$ cat src/rtl/avalon_to_wb_bridge_if.sv
// Bus bundle for the Avalon-MM slave / Wishbone master bridge.
// The slave modport is the bridge view; the master modport is the environment view.
interface avalon_to_wb_bridge_if #(
    parameter int DW  = 32,
    parameter int AW  = 30,
    parameter int BCW = 8
);
    logic [AW-1:0]   s_av_address_i;
    logic [DW/8-1:0] s_av_byteenable_i;
    logic            s_av_read_i;
    logic            s_av_write_i;
    logic [DW-1:0]   s_av_writedata_i;
    logic [BCW-1:0]  s_av_burstcount_i;
    logic [DW-1:0]   s_av_readdata_o;
    logic            s_av_readdatavalid_o;
    logic            s_av_waitrequest_o;
    logic [AW-1:0]   wb_adr_o;
    logic [DW-1:0]   wb_dat_o;
    logic [DW-1:0]   wb_dat_i;
    logic [DW/8-1:0] wb_sel_o;
    logic            wb_we_o;
    logic            wb_cyc_o;
    logic            wb_stb_o;
    logic [2:0]      wb_cti_o;
    logic [1:0]      wb_bte_o;
    logic            wb_ack_i;
    logic            wb_err_i;
    logic            err_o;

    modport slave (
        input  s_av_address_i, s_av_byteenable_i, s_av_read_i,
        input  s_av_write_i, s_av_writedata_i, s_av_burstcount_i,
        input  wb_dat_i, wb_ack_i, wb_err_i,
        output s_av_readdata_o, s_av_readdatavalid_o, s_av_waitrequest_o,
        output wb_adr_o, wb_dat_o, wb_sel_o, wb_we_o, wb_cyc_o,
        output wb_stb_o, wb_cti_o, wb_bte_o, err_o
    );

    modport master (
        output s_av_address_i, s_av_byteenable_i, s_av_read_i,
        output s_av_write_i, s_av_writedata_i, s_av_burstcount_i,
        output wb_dat_i, wb_ack_i, wb_err_i,
        input  s_av_readdata_o, s_av_readdatavalid_o, s_av_waitrequest_o,
        input  wb_adr_o, wb_dat_o, wb_sel_o, wb_we_o, wb_cyc_o,
        input  wb_stb_o, wb_cti_o, wb_bte_o, err_o
    );
endinterface

$ cat src/rtl/avalon_to_wb_bridge.sv
// Avalon-MM slave to Wishbone B4 master: one Avalon burst maps to one
// Wishbone cycle with cyc held and one stb/ack handshake per beat.
module avalon_to_wb_bridge #(
    parameter int DW            = 32,
    parameter int AW            = 30,
    parameter int BCW           = 8,
    parameter int BURST_SUPPORT = 1
) (
    input logic wb_clk_i,
    input logic wb_rst_i,
    avalon_to_wb_bridge_if.slave bus
);
    localparam int SW = DW / 8;

    typedef enum logic [1:0] {
        IDLE,
        RD,
        WR,
        WR_GAP
    } state_e;

    state_e          state_q, state_d;
    logic            ready_q, ready_d;
    logic [AW-1:0]   addr_q, addr_d;
    logic [BCW:0]    rem_q, rem_d;
    logic [DW-1:0]   wdat_q, wdat_d;
    logic [SW-1:0]   wsel_q, wsel_d;
    logic [DW-1:0]   rdata_q, rdata_d;
    logic            rvalid_q, rvalid_d;
    logic            err_q, err_d;
    logic            beat;
    logic            last;
    logic [BCW:0]    cnt;

    assign beat = bus.wb_ack_i | bus.wb_err_i;
    assign last = (rem_q == (BCW+1)'(1));
    // A zero burstcount is a single beat
    assign cnt = (bus.s_av_burstcount_i == '0) ? (BCW+1)'(1)
                                               : {1'b0, bus.s_av_burstcount_i};

    always_ff @(posedge wb_clk_i or posedge wb_rst_i) begin
        if (wb_rst_i) begin
            state_q  <= IDLE;
            ready_q  <= 1'b0;
            addr_q   <= '0;
            rem_q    <= '0;
            wdat_q   <= '0;
            wsel_q   <= '0;
            rdata_q  <= '0;
            rvalid_q <= 1'b0;
            err_q    <= 1'b0;
        end else begin
            state_q  <= state_d;
            ready_q  <= ready_d;
            addr_q   <= addr_d;
            rem_q    <= rem_d;
            wdat_q   <= wdat_d;
            wsel_q   <= wsel_d;
            rdata_q  <= rdata_d;
            rvalid_q <= rvalid_d;
            err_q    <= err_d;
        end
    end

    always_comb begin
        state_d  = state_q;
        ready_d  = 1'b1;
        addr_d   = addr_q;
        rem_d    = rem_q;
        wdat_d   = wdat_q;
        wsel_d   = wsel_q;
        rdata_d  = rdata_q;
        rvalid_d = 1'b0;
        err_d    = err_q;
        unique case (state_q)
            IDLE: begin
                if (ready_q && bus.s_av_read_i) begin
                    addr_d  = bus.s_av_address_i;
                    rem_d   = cnt;
                    state_d = RD;
                end else if (ready_q && bus.s_av_write_i) begin
                    addr_d  = bus.s_av_address_i;
                    rem_d   = cnt;
                    wdat_d  = bus.s_av_writedata_i;
                    wsel_d  = bus.s_av_byteenable_i;
                    state_d = WR;
                end
            end
            RD: begin
                if (beat) begin
                    rvalid_d = 1'b1;
                    rdata_d  = bus.wb_err_i ? {DW{1'b1}} : bus.wb_dat_i;
                    err_d    = err_q | bus.wb_err_i;
                    addr_d   = addr_q + AW'(1);
                    rem_d    = rem_q - (BCW+1)'(1);
                    if (last) state_d = IDLE;
                end
            end
            WR: begin
                if (beat) begin
                    err_d = err_q | bus.wb_err_i;
                    if (last) begin
                        state_d = IDLE;
                    end else begin
                        addr_d  = addr_q + AW'(1);
                        rem_d   = rem_q - (BCW+1)'(1);
                        state_d = WR_GAP;
                    end
                end
            end
            WR_GAP: begin
                // Reads are ignored until the write burst finishes
                if (bus.s_av_write_i) begin
                    wdat_d  = bus.s_av_writedata_i;
                    wsel_d  = bus.s_av_byteenable_i;
                    state_d = WR;
                end
            end
            default: state_d = IDLE;
        endcase
    end

    assign bus.wb_cyc_o = (state_q != IDLE);
    assign bus.wb_stb_o = (state_q == RD) || (state_q == WR);
    assign bus.wb_we_o  = (state_q == WR) || (state_q == WR_GAP);
    assign bus.wb_adr_o = addr_q;
    assign bus.wb_dat_o = wdat_q;
    assign bus.wb_sel_o = (state_q == RD) ? {SW{1'b1}} : wsel_q;
    assign bus.wb_bte_o = 2'b00;
    assign bus.wb_cti_o = (BURST_SUPPORT == 0 || state_q == IDLE) ? 3'b000
                        : (last ? 3'b111 : 3'b010);

    assign bus.s_av_waitrequest_o = ~ready_q
                                  | ~((state_q == IDLE) || (state_q == WR_GAP));
    assign bus.s_av_readdata_o      = rdata_q;
    assign bus.s_av_readdatavalid_o = rvalid_q;
    assign bus.err_o                = err_q;
endmodule

$ cat src/flat_wrapper.sv
// flat-port wrapper written by rule: the top's interface ports become plain ports
module avalon_to_wb_bridge_flat 
#(
    parameter int DW            = 32,
    parameter int AW            = 30,
    parameter int BCW           = 8,
    parameter int BURST_SUPPORT = 1
)
  (wb_clk_i, wb_rst_i, bus_s_av_address_i, bus_s_av_byteenable_i, bus_s_av_read_i, bus_s_av_write_i, bus_s_av_writedata_i, bus_s_av_burstcount_i, bus_wb_dat_i, bus_wb_ack_i, bus_wb_err_i, bus_s_av_readdata_o, bus_s_av_readdatavalid_o, bus_s_av_waitrequest_o, bus_wb_adr_o, bus_wb_dat_o, bus_wb_sel_o, bus_wb_we_o, bus_wb_cyc_o, bus_wb_stb_o, bus_wb_cti_o, bus_wb_bte_o, bus_err_o);
  avalon_to_wb_bridge_if #(.DW(DW), .AW(AW), .BCW(BCW)) bus_i ();
  input logic wb_clk_i;
  input logic wb_rst_i;
  input wire logic [$bits(bus_i.s_av_address_i)-1:0] bus_s_av_address_i;
  input wire logic [$bits(bus_i.s_av_byteenable_i)-1:0] bus_s_av_byteenable_i;
  input wire logic [$bits(bus_i.s_av_read_i)-1:0] bus_s_av_read_i;
  input wire logic [$bits(bus_i.s_av_write_i)-1:0] bus_s_av_write_i;
  input wire logic [$bits(bus_i.s_av_writedata_i)-1:0] bus_s_av_writedata_i;
  input wire logic [$bits(bus_i.s_av_burstcount_i)-1:0] bus_s_av_burstcount_i;
  input wire logic [$bits(bus_i.wb_dat_i)-1:0] bus_wb_dat_i;
  input wire logic [$bits(bus_i.wb_ack_i)-1:0] bus_wb_ack_i;
  input wire logic [$bits(bus_i.wb_err_i)-1:0] bus_wb_err_i;
  output wire logic [$bits(bus_i.s_av_readdata_o)-1:0] bus_s_av_readdata_o;
  output wire logic [$bits(bus_i.s_av_readdatavalid_o)-1:0] bus_s_av_readdatavalid_o;
  output wire logic [$bits(bus_i.s_av_waitrequest_o)-1:0] bus_s_av_waitrequest_o;
  output wire logic [$bits(bus_i.wb_adr_o)-1:0] bus_wb_adr_o;
  output wire logic [$bits(bus_i.wb_dat_o)-1:0] bus_wb_dat_o;
  output wire logic [$bits(bus_i.wb_sel_o)-1:0] bus_wb_sel_o;
  output wire logic [$bits(bus_i.wb_we_o)-1:0] bus_wb_we_o;
  output wire logic [$bits(bus_i.wb_cyc_o)-1:0] bus_wb_cyc_o;
  output wire logic [$bits(bus_i.wb_stb_o)-1:0] bus_wb_stb_o;
  output wire logic [$bits(bus_i.wb_cti_o)-1:0] bus_wb_cti_o;
  output wire logic [$bits(bus_i.wb_bte_o)-1:0] bus_wb_bte_o;
  output wire logic [$bits(bus_i.err_o)-1:0] bus_err_o;
  assign bus_i.s_av_address_i = bus_s_av_address_i;
  assign bus_i.s_av_byteenable_i = bus_s_av_byteenable_i;
  assign bus_i.s_av_read_i = bus_s_av_read_i;
  assign bus_i.s_av_write_i = bus_s_av_write_i;
  assign bus_i.s_av_writedata_i = bus_s_av_writedata_i;
  assign bus_i.s_av_burstcount_i = bus_s_av_burstcount_i;
  assign bus_i.wb_dat_i = bus_wb_dat_i;
  assign bus_i.wb_ack_i = bus_wb_ack_i;
  assign bus_i.wb_err_i = bus_wb_err_i;
  assign bus_s_av_readdata_o = bus_i.s_av_readdata_o;
  assign bus_s_av_readdatavalid_o = bus_i.s_av_readdatavalid_o;
  assign bus_s_av_waitrequest_o = bus_i.s_av_waitrequest_o;
  assign bus_wb_adr_o = bus_i.wb_adr_o;
  assign bus_wb_dat_o = bus_i.wb_dat_o;
  assign bus_wb_sel_o = bus_i.wb_sel_o;
  assign bus_wb_we_o = bus_i.wb_we_o;
  assign bus_wb_cyc_o = bus_i.wb_cyc_o;
  assign bus_wb_stb_o = bus_i.wb_stb_o;
  assign bus_wb_cti_o = bus_i.wb_cti_o;
  assign bus_wb_bte_o = bus_i.wb_bte_o;
  assign bus_err_o = bus_i.err_o;
  avalon_to_wb_bridge #(.DW(DW), .AW(AW), .BCW(BCW), .BURST_SUPPORT(BURST_SUPPORT)) u_core (.wb_clk_i(wb_clk_i), .wb_rst_i(wb_rst_i), .bus(bus_i));
endmodule
$ cat config.mk
export PLATFORM = sky130hd
export DESIGN_NAME = avalon_to_wb_bridge_flat
export DESIGN_NICKNAME = d
export VERILOG_FILES = /design/src/rtl/avalon_to_wb_bridge_if.sv /design/src/rtl/avalon_to_wb_bridge.sv /design/src/flat_wrapper.sv
export SDC_FILE = /design/constraint.sdc
export NUM_CORES = 1
export LEC_CHECK = 0
export CORE_ASPECT_RATIO = 0.7
export CORE_MARGIN = 10
export CORE_UTILIZATION = 40
export DETAILED_ROUTE_END_ITERATION = 16
export PLACE_DENSITY = 0.77
export SLEW_MARGIN = 20
export SYNTH_ARGS = -nofsm -noshare
export SYNTH_HDL_FRONTEND = slang
export SYNTH_SLANG_ARGS = --single-unit
$ cat constraint.sdc
create_clock -name wb_clk_i -period 3.4 [get_ports wb_clk_i]
set_input_delay 0.51 -clock wb_clk_i [delete_from_list [all_inputs] [get_ports wb_clk_i]]
set_output_delay 0.51 -clock wb_clk_i [all_outputs]
set_load 0.01 [all_outputs]
==> results.cfg <==
[cells_and_area]
ff_latch_area_um2 = 2800
final_nets = 901
diodes = 0
final_area_um2 = 8220
fillers = 1171
layout-drive-gt1-share_pct = 10.7
final_cell_count_no_fill = 976
syn_to_final_growth_pct = 46.1
multi_input_area_um2 = 2580

[clock_tree]
worstSkewPairLatency_ps = 350
cts_tree = yes
hold_buffers = 0
path_clk_slew_ps = 70
cts_buffers = 9
cts_repair_resize_count = 0
clockBufferDepth = 2
post_cts_buffers = 0
cts_sinks = 112
h-tree-depth = 3
cts_root_buf = clkbuf_16

[worst_setup_path]
worstPathArrival_ps = 2290
critPathKind = register to output pin
path_depth = 6
worstReg2RegEnd = u_core.bus.wb_adr_o[9]$_DFFE_PP0P_
r2r_cells = 8
crit_chain = inv_1 -> ha_1 -> nor3b_1 -> nand3_1 -> nor2_1 -> clkdlybuf4s50_1
crit_buf_inv = 2
cp-endpoint = bus_wb_cti_o[2]
cp_top_family = buffers and inverters
cp-start-kind = register
cp_slowest_cell = clkdlybuf4s50_1
rr_startpoint = u_core.state_q[1]$_DFFE_PP0P_
critPathMaxFanout = 4
startpoint = u_core.rem_q[1]$_DFFE_PP0P_
critical_path.max_stage_delay_ps = 590
worstPathRequired_ps = 2890
cp-end-kind = output pin
rrSetupSlack_ps = 730

[synth]
yosysTopAreaCell = dfrtp_1
synth_edf_count = 0
synthFlopType = dfrtp_1
synth_cells = 582
synth_area_um2 = 5630
synthTopCellsByCount = 112 x dfrtp_1, 78 x nand2_1, 51 x o21ai_0
ys_seq_area_share_pct = 49.8
synth_top_cell_area_share_pct = 49.8
synth.distinct_cells = 51
ys_top_cells_by_area = dfrtp_1 50%, mux2_2 7.6%, nand2_1 5.2%
ys_ff_latch = 112
synthMostInstantiatedCell = dfrtp_1
syn_area_per_cell_um2 = 9.67
ys_async_sr_fraction_pct = 100
synth_warnings = 0

[status]
outcome = complete, no violations

[routing]
ant_nets = 0
drtIter0Drc = 287
firstDrtPassIters = 5
wl_um = 18200
wl_per_cell_um = 18.7
drcViolationCount = 0
vias_per_cell = 5.30
num_vias = 5171

[timing]
finalSetupTns_ps = 0
fmax_mhz = 357
post-route-period-util_pct = 82.4
drv_slew = 0
whs_ps = 460
hold_viol_final = 0
fin_crit_ps = 2800
maxSlewHeadroom_pct = 38.5
worstMarginPinSlew_ps = 923
rsz0062_at_grt = false
skew_ps = 9.85
setup_viol = 0

[global_route]
grt_usage_pct = 18.7
grt_max_degree = 102
first_global_vias = 5403
grt_pass1_wl_um = 29600
antenna_found_initial = 0
grt-ovfl-total = 0

[die]
num_rows = 36
io_pins = 221
die_area_um2 = 19300
die_w_um = 162
coreArea_um2 = 13800
start_util_pct = 40.7
dieHeight_um = 119

[power_and_ir_drop]
finalPower_mw = 8.44
powerDensity_nw_per_um2 = 1030
ir_drop_mv = 0.551
p_leak_nw = 3.35

[placement]
port-buffer-count = 218
placed_area_um2 = 7950
finalWeightedCongestion = 0.843
dpl.hpwl_um = 13900
dp_cells = 960

[min_path]
hold_class = register to register

[job]
maxCapViolations = 0
==> how the worst min path moves through the flow <==
stage | start | endpoint | slack, ps | cells past startpoint
after global routing | u_core.bus.err_o$_DFFE_PP0P_ | u_core.bus.err_o$_DFFE_PP0P_ | 480 | 1
after CTS | u_core.bus.err_o$_DFFE_PP0P_ | u_core.bus.err_o$_DFFE_PP0P_ | 460 | 1
after global placement | u_core.bus.err_o$_DFFE_PP0P_ | u_core.bus.err_o$_DFFE_PP0P_ | 440 | 1
after floorplan | u_core.wsel_q[3]$_DFFE_PP0P_ | u_core.wsel_q[3]$_DFFE_PP0P_ | 470 | 1
after detailed placement | u_core.bus.err_o$_DFFE_PP0P_ | u_core.bus.err_o$_DFFE_PP0P_ | 450 | 1
final | u_core.bus.err_o$_DFFE_PP0P_ | u_core.bus.err_o$_DFFE_PP0P_ | 460 | 1
==> state kept, by name, indices dropped and copies added (netlist names) <==
name / count
u_core.bus.err_o: 1
u_core.rem_q: 9
u_core.bus.s_av_readdata_o: 32
u_core.bus.wb_adr_o: 30
u_core.ready_q: 1
u_core.bus.s_av_readdatavalid_o: 1
u_core.wsel_q: 4
u_core.bus.wb_dat_o: 32
u_core.state_q: 2
==> metrics by stage <==
step / utilization, % / setup WS [ps]
floorplan: - / 1500
CTS: 59.4 / 587
finish: 59.4 / 599
detailed placement: 57.5 / 578
global route: 59.4 / 471
global placement: 57.5 / 699
==> metal layers <==
| metal | part of all wire [%] | vias up | track usage (%) |
|---|---|---|---|
| met5 | 0 | - | 0 |
| met4 | 1.2 | 0 | 3.85 |
| met3 | 11 | 17 | 9.33 |
| met2 | 47 | 206 | 30.1 |
| met1 | 41 | 2488 | 22.2 |
| li1 | - | 2460 | - |
==> cell families after synthesis <==
| group | Yosys count | share of synthesized area [%] |
|---|---|---|
| AND/OR/NAND/NOR | 225 | 20.8 |
| adder cells (fa/ha/maj) | 8 | 1.78 |
| other | 2 | 0.134 |
| flip-flops | 112 | 49.8 |
| multiplexers | 40 | 7.96 |
| AO/OA/AOI/OAI | 140 | 14.5 |
| buffers and inverters | 55 | 4.94 |
==> area by class of cell <==
type                    instances  share of cell area [%]
repair buffers                228                    27.6
clock buffers                  11                    2.83
clock inverters                 5                   0.472
well taps                     190                    2.89
flip-flops and latches        112                    34.1
multi-input cells             416                    31.4
inverters                      14                   0.685
==> layout by cell type (no fill, tap or decap), types with 2 or more instances in the layout <==
master | Yosys | final
a21oi_1 | 45 | 45
o22a_1 | 2 | 2
and4_1 | 11 | 11
o21ai_0 | 51 | 51
ha_1 | 8 | 7
nand4b_1 | 3 | 3
nand2_1 | 78 | 78
clkdlybuf4s50_1 | 0 | 218
o31ai_1 | 5 | 5
o211ai_1 | 2 | 2
nand3_1 | 14 | 14
mux2_2 | 38 | 38
dfrtp_1 | 112 | 112
inv_6 | 0 | 2
nor2_1 | 48 | 48
or2_2 | 5 | 5
nor3_1 | 13 | 13
clkbuf_1 | 21 | 2
or2_1 | 2 | 2
nor3_2 | 5 | 5
or4_1 | 2 | 2
nor3b_1 | 3 | 3
buf_4 | 9 | 9
o22ai_1 | 14 | 14
nand2b_1 | 9 | 9
mux2i_1 | 2 | 2
or3_1 | 3 | 3
nand3b_1 | 2 | 2
nand4_1 | 10 | 10
nor4_1 | 3 | 3
and3_1 | 3 | 3
clkinvlp_4 | 0 | 2
inv_1 | 14 | 13
clkbuf_16 | 0 | 9
o32ai_1 | 8 | 8
and2_1 | 4 | 3
a2bb2oi_1 | 5 | 5
conb_1 | 2 | 3
==> power breakdown <==
group / total (mW) / internal, mW / switching (mW)
Sequential: 2.60 / 2.03 / 0.571
Combinational: 4.84 / 2.44 / 2.41
Clock: 0.995 / 0.504 / 0.491
No activity file was read; power rests on OpenSTA's default activity.
